**src/rtl/vga_timing_pkg.sv**
```systemverilog
// Shared VGA timing types and default 640x480@60 constants for the raster generator and draw
// stages.
package vga_timing_pkg;

  typedef logic [10:0] coord_t;

  localparam int unsigned H_ACTIVE_DEF   = 640;
  localparam int unsigned H_FP_DEF       = 16;
  localparam int unsigned H_SYNC_DEF     = 96;
  localparam int unsigned H_BP_DEF       = 48;
  localparam int unsigned V_ACTIVE_DEF   = 480;
  localparam int unsigned V_FP_DEF       = 10;
  localparam int unsigned V_SYNC_DEF     = 2;
  localparam int unsigned V_BP_DEF       = 33;
  localparam int unsigned CLK_DIV_DEF    = 2;
  localparam int unsigned SYNC_DELAY_DEF = 2;

  function automatic int unsigned h_total(input int unsigned active, input int unsigned fp,
                                          input int unsigned sync, input int unsigned bp);
    return active + fp + sync + bp;
  endfunction

  function automatic int unsigned v_total(input int unsigned active, input int unsigned fp,
                                          input int unsigned sync, input int unsigned bp);
    return active + fp + sync + bp;
  endfunction

  localparam int unsigned HS_START = H_ACTIVE_DEF + H_FP_DEF;
  localparam int unsigned HS_END   = HS_START + H_SYNC_DEF;
  localparam int unsigned VS_START = V_ACTIVE_DEF + V_FP_DEF;
  localparam int unsigned VS_END   = VS_START + V_SYNC_DEF;

endpackage

```
**src/rtl/sync_delay_line.sv**
```systemverilog
// Fixed-depth shift register with synchronous flush to a per-bit reset value.
module sync_delay_line #(
  parameter int unsigned        WIDTH     = 1,
  parameter int unsigned        DEPTH     = 1,
  parameter logic [WIDTH-1:0]   RESET_VAL = '0
) (
  input  logic             clk_i,
  input  logic             rst_i,
  input  logic [WIDTH-1:0] data_i,
  output logic [WIDTH-1:0] data_o
);

  if (DEPTH == 0) begin : g_pass
    logic unused_clk_rst;
    assign unused_clk_rst = clk_i ^ rst_i;
    assign data_o = data_i;
  end else begin : g_pipe
    logic [WIDTH-1:0] stage_q [DEPTH];

    always_ff @(posedge clk_i) begin
      if (rst_i) begin
        for (int i = 0; i < DEPTH; i++) begin
          stage_q[i] <= RESET_VAL;
        end
      end else begin
        stage_q[0] <= data_i;
        for (int i = 1; i < DEPTH; i++) begin
          stage_q[i] <= stage_q[i-1];
        end
      end
    end

    assign data_o = stage_q[DEPTH-1];
  end

endmodule

```
**src/rtl/vga_pixel_timing.sv**
```systemverilog
// VGA raster timing: pixel divider, H/V counters, frame counter and delayed sync/blank.
module vga_pixel_timing
  import vga_timing_pkg::*;
#(
  parameter int unsigned H_ACTIVE   = H_ACTIVE_DEF,
  parameter int unsigned H_FP       = H_FP_DEF,
  parameter int unsigned H_SYNC     = H_SYNC_DEF,
  parameter int unsigned H_BP       = H_BP_DEF,
  parameter int unsigned V_ACTIVE   = V_ACTIVE_DEF,
  parameter int unsigned V_FP       = V_FP_DEF,
  parameter int unsigned V_SYNC     = V_SYNC_DEF,
  parameter int unsigned V_BP       = V_BP_DEF,
  parameter int unsigned CLK_DIV    = CLK_DIV_DEF,
  parameter int unsigned SYNC_DELAY = SYNC_DELAY_DEF
) (
  input  logic        clk,
  input  logic        resetN,
  output logic [10:0] pixelX,
  output logic [10:0] pixelY,
  output logic        pixelTick,
  output logic        displayActive,
  output logic        startOfFrame,
  output logic        hSyncN,
  output logic        vSyncN,
  output logic        blankN,
  output logic [15:0] frameCount
);

  localparam int unsigned HTotal = h_total(H_ACTIVE, H_FP, H_SYNC, H_BP);
  localparam int unsigned VTotal = v_total(V_ACTIVE, V_FP, V_SYNC, V_BP);

  localparam coord_t     XMax    = coord_t'(HTotal - 1);
  localparam coord_t     YMax    = coord_t'(VTotal - 1);
  localparam coord_t     HActive = coord_t'(H_ACTIVE);
  localparam coord_t     VActive = coord_t'(V_ACTIVE);
  localparam coord_t     HsStart = coord_t'(H_ACTIVE + H_FP);
  localparam coord_t     HsEnd   = coord_t'(H_ACTIVE + H_FP + H_SYNC);
  localparam coord_t     VsStart = coord_t'(V_ACTIVE + V_FP);
  localparam coord_t     VsEnd   = coord_t'(V_ACTIVE + V_FP + V_SYNC);
  localparam logic [1:0] DivMax  = 2'(CLK_DIV - 1);

  logic [1:0]  div_q, div_d;
  coord_t      x_q, x_d;
  coord_t      y_q, y_d;
  logic [15:0] frame_q, frame_d;
  logic        sof_q, sof_d;
  // Set while in reset; the first edge after release presents (0,0) without advancing.
  logic        hold_q;

  logic tick, line_end, frame_end;

  assign tick      = (div_q == DivMax) && !hold_q;
  assign line_end  = tick && (x_q == XMax);
  assign frame_end = line_end && (y_q == YMax);

  always_comb begin
    div_d   = div_q;
    x_d     = x_q;
    y_d     = y_q;
    frame_d = frame_q;
    sof_d   = 1'b0;
    if (hold_q) begin
      sof_d = 1'b1;
    end else if (tick) begin
      div_d = '0;
      if (line_end) begin
        x_d = '0;
        if (frame_end) begin
          y_d     = '0;
          frame_d = frame_q + 16'd1;
          sof_d   = 1'b1;
        end else begin
          y_d = y_q + 11'd1;
        end
      end else begin
        x_d = x_q + 11'd1;
      end
    end else begin
      div_d = div_q + 2'd1;
    end
  end

  always_ff @(posedge clk) begin
    if (resetN) begin
      div_q   <= '0;
      x_q     <= '0;
      y_q     <= '0;
      frame_q <= '0;
      sof_q   <= 1'b0;
      hold_q  <= 1'b1;
    end else begin
      div_q   <= div_d;
      x_q     <= x_d;
      y_q     <= y_d;
      frame_q <= frame_d;
      sof_q   <= sof_d;
      hold_q  <= 1'b0;
    end
  end

  logic       hs_raw, vs_raw, active;
  logic [2:0] sync_raw, sync_dly;

  assign hs_raw = (x_q >= HsStart) && (x_q < HsEnd);
  assign vs_raw = (y_q >= VsStart) && (y_q < VsEnd);
  assign active = (x_q < HActive) && (y_q < VActive);

  // Gating with hold_q keeps the pins inactive during reset even with a zero-depth delay.
  assign sync_raw = {~(hs_raw && !hold_q), ~(vs_raw && !hold_q), active && !hold_q};

  sync_delay_line #(
    .WIDTH    (3),
    .DEPTH    (SYNC_DELAY),
    .RESET_VAL(3'b110)
  ) u_sync_dly (
    .clk_i (clk),
    .rst_i (resetN),
    .data_i(sync_raw),
    .data_o(sync_dly)
  );

  assign pixelX        = x_q;
  assign pixelY        = y_q;
  assign pixelTick     = tick;
  assign displayActive = active;
  assign startOfFrame  = sof_q;
  assign hSyncN        = sync_dly[2];
  assign vSyncN        = sync_dly[1];
  assign blankN        = sync_dly[0];
  assign frameCount    = frame_q;

endmodule

```
**config.mk**
```make
export PLATFORM = sky130hd
export DESIGN_NAME = vga_pixel_timing
export DESIGN_NICKNAME = d
export VERILOG_FILES = /design/src/rtl/vga_timing_pkg.sv /design/src/rtl/sync_delay_line.sv /design/src/rtl/vga_pixel_timing.sv
export SDC_FILE = /design/constraint.sdc
export NUM_CORES = 1
export LEC_CHECK = 0
export ABC_AREA = 1
export ABC_CLOCK_PERIOD_IN_PS = 2300
export BUFFER_PORTS_ARGS = -buffer_cell sky130_fd_sc_hd__buf_2
export CAP_MARGIN = 25
export CORE_MARGIN = 2
export CORE_UTILIZATION = 57
export DETAILED_ROUTE_END_ITERATION = 16
export GPL_TIMING_DRIVEN = 0
export PLACE_DENSITY = 0.83
export SYNTH_ARGS = -nofsm -noshare
export SYNTH_HDL_FRONTEND = slang
export SYNTH_SLANG_ARGS = --single-unit
```
**constraint.sdc**
```tcl
create_clock -name clk -period 2.3 [get_ports clk]
set_clock_uncertainty 0.1 [all_clocks]
set_input_delay 0.345 -clock clk [delete_from_list [all_inputs] [get_ports clk]]
set_output_delay 0.345 -clock clk [all_outputs]
set_load 0.05 [all_outputs]
```
==> key figures, run 1 <==
Worst setup path
  • Crit-path cells: inv_1 > nor3_1 > nor2_1 > nand3_1 > inv_1 > buf_2
  • Crit path DAT: 1.64 ns
  • Worst reg2reg path depth: 8
  • Critical Path Sink Type: primary output
  • R2R Path Start: pixelX[0]
  • CP Launch Type: register
  • Critical path's most frequent cell: inv_1
  • RR Endpoint: pixelY[4]
  • Worst Path Max Fanout: 7
  • Crit path largest cell delay: approximately 0.47 ns
  • Crit path max-delay cell type: dfxtp_1
  • Critical path class: register to primary output
  • WP data required: roughly 1.9 ns
  • Reg2reg setup slack: 0.47 ns

Clock tree
  • H-tree depth: 2
  • # clock sinks: 48
  • Clk pin slew, worst setup/hold paths: roughly 0.09 ns
  • Max Root-Sink Buffers: 2
  • Hold-fix buffers, CTS: 0
  • Root buf cell: clkbuf_8
  • Setup Fix Bufs, Post-CTS: 0
  • CTS tree: built
  • Clk_lat worst skew: around 0.31 ns
  • Cts bufs inserted: 5
  • Post-cts resize count: 0

Placed design
  • Hpwl dp: roughly 4400 µm
  • Placer Congestion: 0.861
  • Placed cell area: approximately 0.0029 mm²
  • Port buffer count: 45

Worst hold path
  • Hold WC Path Type: input port to register
  • Hold endpoint: hold_q
  • Hold Path Stages: 1
  • HP Start: resetN

Finish
  • Area delta synth->final: 15.3%
  • Antenna diodes: 0
  • Design area: around 0.003 mm²
  • Final net count: 449
  • Core Util, Final: approximately two thirds
  • Layout cells sized above 1: a little under a fifth

GRT
  • First-pass GRT wire length: 9850 µm
  • Pin count of the biggest net entering global routing: 15
  • Initial antenna violation count: 0
  • Overall routing resource usage: about a quarter
  • Total grt overflow: 0
  • Vias in the first global route: between 2k and 2.5k

STA
  • Final period util: approximately nine tenths
  • Hold Fails Final Rpt: 0
  • Clock period minus worst slack: between 2 and 2.5 ns
  • Setup TNS: 0 ns
  • Worst slew margin: ~64%
  • Worst-margin pin slew: 0.539 ns
  • RSZ-0062 raised after global routing: no
  • WHS: roughly 0.075 ns
  • Max-slew violation count: 0
  • Top achievable clock speed: about 480 MHz
  • Setup violators final: 0

Logic synthesis
  • Share of the synthesized area in the top cell type: approximately 37%
  • Post-Synthesis Cells: 389
  • Warnings from Yosys: 0
  • Cell accounting for the most synthesized area: dfxtp_1
  • Synth top area cells: dfxtp_1 (37%), nand2_1 (13%), nor2_1 (9.2%), inv_1 (7.9%), nand3_1 (5.0%)
  • Syn Area/Cell: 6.70 µm²
  • Number of distinct library cells after synthesis: 32
  • Post-synth EDFFs: 0
  • Synth Register Bits: between 40 and 50
  • Post-Syn Area: 0.00261 mm²
  • Post-synth ARST share: 0%
  • Mapped Nets: 397
  • Seq/Total Area, Yosys: 36.9%
  • Main flop type after synthesis: dfxtp_1

Drt
  • Initial DRC count: approximately 120
  • First-pass iteration count of the detailed router: 4
  • Vias: between 2k and 3k
  • Antenna Nets Post-Route: 0
  • Final WL: 5840 µm
  • DRC Markers: 0
  • Vias/cell: around 5.2
  • Mean routed wirelength per cell: approximately 12 µm

Floorplanning
  • Rows: 24
  • Die height: ~72 µm
  • Die area: ~0.0051 mm²
  • Initial Util: between 50 and 60%
  • Core ar.: approximately 0.0044 mm²
  • I/O pin count: between 40 and 50
  • Width of the die: 71.6 µm

Pwr
  • Peak supply drop: around 0.00043 V
  • Power density cells: a little over 500 mW/mm²
  • P_leak: about 1.4 nW
  • Total power: about 1.5 mW

Run status
  • Outcome: finished clean

Flow run
  • Max_cap viols: 0
[layout by cell type (no fill, tap or decap), types with 2 or more instances in the layout]
cell and n:
a21oi_1 19, buf_2 45, clkbuf_1 4, clkbuf_8 5
dfxtp_1 48, ha_1 6, inv_1 55, inv_2 3
nand2_1 91, nand2_2 5, nand2_4 3, nand3_1 26
nand3_2 3, nand4_1 11, nor2_1 64, nor2_2 5
nor2_4 2, nor2_8 2, nor3_1 9, o21ai_0 16
or2_2 2, xor2_1 4
[critical path: cells and delay by family, from the launching register on]
kind / cells / cell delay, ns
buffers and inverters: 3 / 0.33
and+or+nand+nor: 3 / 0.52
DFF: 1 / 0.47
[cell usage after synthesis, drive strengths merged, types with 3 or more instances]
cell type,count
nor3,9
xor2,4
nor2,73
a21oi,19
ha,6
nand3,29
o21ai,17
nand2,99
inv,58
nand4,12
dfxtp,48
clkbuf,3
[final cells by class]
type	instances	area, µm²
Clock inverter	2	35.0
Clock buffer	6	72.6
Timing Repair Buffer	45	225
Buffer	5	37.5
Multi-Input combinational cell	278	1390
Fill cell	376	1380
Tap cell	52	65.1
Inverter	58	218
Sequential cell	48	961
[metrics by stage]
stage / cells / worst slack, ns
finish: 494 / 0.220
CTS: 494 / 0.231
detailed placement: 486 / 0.513
global route: 494 / 0.0419
global placement: 486 / 0.516
floorplan: 389 / 0.244
[power by group]
part           internal [mW]  switching (mW)  total [mW]
Clock                  0.323           0.291       0.614
Combinational         0.0140          0.0487      0.0627
Sequential             0.837         0.00426       0.841
[state kept, by name, summed over array words and instances (netlist names)]
name / count
pixelX: 11
div_q: 2
u_sync_dly.g_pipe.stage_q: 6
hold_q: 1
frameCount: 16
pixelY: 11
startOfFrame: 1
[cells by family after synthesis]
kind of cell | synth area share, %
compound gates | 8.69
xor+xnor | 1.34
fa+ha+maj | 2.88
buf+inv | 9.79
flops | 36.9
simple gates | 40.4
[worst max path at each step]
stage	slack [ns]	endpoint	depth (start not counted)	startpoint
floorplan	0.24	pixelY[4]	9	pixelX[1]
global placement	0.52	pixelY[4]	8	pixelX[0]
detailed placement	0.51	pixelY[4]	8	pixelX[1]
CTS	0.23	displayActive	6	pixelY[8]
global route	0.04	displayActive	6	pixelY[8]
finish	0.22	displayActive	6	pixelY[8]
[metal layers]
metal / track usage [%] / wire, µm
met5: 0 / 0
met4: 11.7 / 112
met3: 4.64 / 282
met2: 40.9 / 2780
met1: 28.7 / 2670
(Power assumes the default switching activity.)
==> run 2: changes to the inputs <==
--- a/config.mk
+++ b/config.mk
@@ -16,4 +16,5 @@
 export PLACE_DENSITY = 0.83
 export SYNTH_ARGS = -nofsm -noshare
 export SYNTH_HDL_FRONTEND = slang
+export SYNTH_HIERARCHICAL = 1
 export SYNTH_SLANG_ARGS = --single-unit
==> key figures, run 2 <==
Finish
  • Filler cell count in the final layout: 397 (was 376)
  • Most frequent cells in the layout: nand2_1 (93), inv_1 (66), nor2_1 (65) (was nand2_1 (91), nor2_1 (64), inv_1 (55))
  • Multi-input gate area: 0.00129 mm² (was 0.00139 mm²)
  • Core Util, Final: 68.3% (was 68.5%)
  • Final net count: 456 (was 449)
  • Antenna diodes: 0 (unchanged)
  • Most common cell after layout, fill and taps aside: nand2_1 (unchanged)
  • Register Area: 961 µm² (unchanged)
  • Layout cells sized above 1: 16.7% (was 18.1%)
  • Area delta synth->final: 15.2% (was 15.3%)
  • Max reg flops: 16 (unchanged)
  • Non-Filler Instances: 500 (was 494)

Placed design
  • Place WS: 0.473 ns (was 0.513 ns)
  • Placer Congestion: 0.898 (was 0.861)
  • Hpwl dp: 4230 µm (was 4380 µm)
  • Port buffer count: 45 (unchanged)
  • Placed cells: 493 (was 486)

Logic synthesis
  • Main flop type after synthesis: dfxtp_1 (unchanged)
  • Syn Area/Cell: 6.52 µm² (was 6.70 µm²)
  • Synth top area cells: dfxtp_1 (37%), nand2_1 (14%), inv_1 (9.6%), nor2_1 (9.5%), nand3_1 (8.1%) (was dfxtp_1 (37%), nand2_1 (13%), nor2_1 (9.2%), inv_1 (7.9%), nand3_1 (5.0%))
  • Cell accounting for the most synthesized area: dfxtp_1 (unchanged)
  • Mapped Nets: 404 (was 397)
  • Post-synth ARST share: 0% (unchanged)
  • Post-Syn Area: 0.00258 mm² (was 0.00261 mm²)
  • Post-synth EDFFs: 0 (unchanged)
  • Seq/Total Area, Yosys: 37.2% (was 36.9%)
  • Share of the synthesized area in the top cell type: 37.2% (was 36.9%)
  • Most common cell in the netlist: nand2_1 (unchanged)
  • Number of distinct library cells after synthesis: 27 (was 32)
  • Top cells by count, synth: nand2_1 (93), inv_1 (66), nor2_1 (65), dfxtp_1 (48), nand3_1 (42) (was nand2_1 (91), nor2_1 (64), inv_1 (55), dfxtp_1 (48), nand3_1 (26))
  • Post-Synthesis Cells: 396 (was 389)
  • Synth Register Bits: 48 (unchanged)
  • Warnings from Yosys: 6 (was 0)

Clock tree
  • Root buf cell: clkbuf_8 (unchanged)
  • H-tree depth: 2 (unchanged)
  • Cts bufs inserted: 5 (unchanged)
  • Hold-fix buffers, CTS: 0 (unchanged)
  • # clock sinks: 48 (unchanged)
  • CTS tree: built (unchanged)
  • Setup Fix Bufs, Post-CTS: 0 (unchanged)
  • Max Root-Sink Buffers: 2 (unchanged)
  • Post-cts resize count: 0 (unchanged)
  • Clk pin slew, worst setup/hold paths: 0.08 ns (was 0.09 ns)
  • Clk_lat worst skew: 0.30 ns (was 0.31 ns)

Drt
  • Mean routed wirelength per cell: 11.6 µm (was 11.8 µm)
  • Antenna Nets Post-Route: 0 (unchanged)
  • Vias/cell: 5.18 (was 5.21)
  • Vias: 2590 (was 2576)
  • Final WL: 5780 µm (was 5840 µm)
  • Initial DRC count: 256 (was 119)
  • DRC Markers: 0 (unchanged)
  • First-pass iteration count of the detailed router: 5 (was 4)

Worst setup path
  • Delay-heaviest family, CP: simple AND/OR/NAND/NOR gates (unchanged)
  • Crit path max-delay cell type: dfxtp_1 (unchanged)
  • Critical path class: register to primary output (unchanged)
  • Crit path DAT: 1.58 ns (was 1.64 ns)
  • Crit path largest cell delay: 0.47 ns (about the same)
  • WP data required: 1.86 ns (about the same)
  • CP bufs+invs: 1 (was 3)
  • Crit-path cells: nand2_1 > nor3_1 > nor3_2 > buf_2 (was inv_1 > nor3_1 > nor2_1 > nand3_1 > inv_1 > buf_2)
  • Worst Path Max Fanout: 7 (unchanged)
  • CP Launch Type: register (unchanged)
  • Reg2reg setup slack: 0.44 ns (was 0.47 ns)
  • Critical Path Sink Type: primary output (unchanged)

STA
  • Final period util: 87.8% (was 90.4%)
  • Clock period minus worst slack: 2.02 ns (was 2.08 ns)
  • Max-slew violation count: 0 (unchanged)
  • Setup WS post-layout: 0.280 ns (was 0.220 ns)
  • Worst-margin pin slew: 0.523 ns (was 0.539 ns)
  • Worst slew margin: 65.1% (was 64.1%)
  • Setup violators final: 0 (unchanged)
  • Setup TNS: 0 ns (unchanged)
  • RSZ-0062 raised after global routing: no (unchanged)
  • Top achievable clock speed: 495 MHz (was 481 MHz)
  • Hold Fails Final Rpt: 0 (unchanged)

GRT
  • Initial antenna violation count: 0 (unchanged)
  • Total grt overflow: 0 (unchanged)
  • Vias in the first global route: 2236 (was 2353)
  • Overall routing resource usage: 23.6% (was 24.0%)
  • Pin count of the biggest net entering global routing: 14 (was 15)
  • First-pass GRT wire length: 9750 µm (was 9850 µm)

Floorplanning
  • Initial Util: 59.3% (was 59.4%)
  • Die area: 0.00508 mm² (was 0.00513 mm²)
  • Core ar.: 0.00435 mm² (was 0.00438 mm²)
  • Die height: 71.3 µm (was 71.6 µm)
  • Rows: 24 (unchanged)
  • I/O pin count: 46 (unchanged)
  • Width of the die: 71.3 µm (was 71.6 µm)

Worst hold path
  • Hold WC Path Type: input port to register (unchanged)

Flow run
  • Max_cap viols: 0 (unchanged)

Pwr
  • Power density cells: 486 mW/mm² (was 505 mW/mm²)
  • Peak supply drop: 0.000382 V (was 0.000428 V)
  • P_leak: 1.50 nW (was 1.38 nW)

Run status
  • Outcome: finished clean (unchanged)
-- run 2: metal layers --
| metal | global-route usage (%) | vias up | wire [µm] |
|---|---|---|---|
| li1 | - | 1332 | - |
| met1 | 32.4 | 1157 | 2690 |
| met2 | 38.0 | 92 | 2680 |
| met3 | 3.38 | 9 | 337 |
| met4 | 8.81 | 0 | 72 |
| met5 | 0 | - | 0 |
-- run 2: area by class of cell --
type	instances	area share (%)
Timing Repair Buffer	45	7.58
Clock buffer	7	3.24
Tap cell	52	2.19
Inverter	71	8.96
Multi-Input combinational cell	268	43.6
Buffer	9	2.15
Sequential cell	48	32.3
-- run 2: path summary, 6_finish.rpt --
path	from	to	depth (start not counted)
hold reg to reg	u_sync_dly/g_pipe.stage_q[0][1]	u_sync_dly/g_pipe.stage_q[0][4]	2
hold / removal	resetN	hold_q	1
setup reg to reg	pixelX[0]	frameCount[5]	9
setup / recovery	pixelY[5]	displayActive	4
-- run 2: worst reg2reg max path, delay by kind of cell (launching register included) --
family | cells | cell delay [ns]
buffers and inverters | 1 | 0.20
DFF | 1 | 0.41
and+or+nand+nor | 7 | 0.86
adders and majority gates | 1 | 0.19
-- run 2: logic make-up (layout without fill, tap and decap cells) --
kind of cell | count (synthesis) | count (layout) | share of synthesized area, %
AOI/OAI and AO/OA | 27 | 27 | 5.67
xor gates and xnor gates | 2 | 2 | 0.679
adders and majority gates | 6 | 6 | 2.91
buffers and inverters | 80 | 132 | 12.8
DFF | 48 | 48 | 37.2
and+or+nand+nor | 233 | 233 | 40.7
-- run 2: stage by stage --
step	hold WS, ns	power, mW	instance area, µm²
finish	0.107	1.45	2970
global route	0.122	1.49	2970
CTS	0.0972	1.46	2970
detailed placement	0.289	0.925	2880
global placement	0.285	0.924	2880
floorplan	0.273	0.910	2590
-- run 2: power breakdown --
| group | internal [mW] | total [mW] | switching (mW) |
|---|---|---|---|
| sequential | 0.837 | 0.843 | 0.00603 |
| combinational | 0.0161 | 0.0629 | 0.0468 |
| clock | 0.268 | 0.540 | 0.272 |
| total | 1.12 | 1.45 | 0.325 |
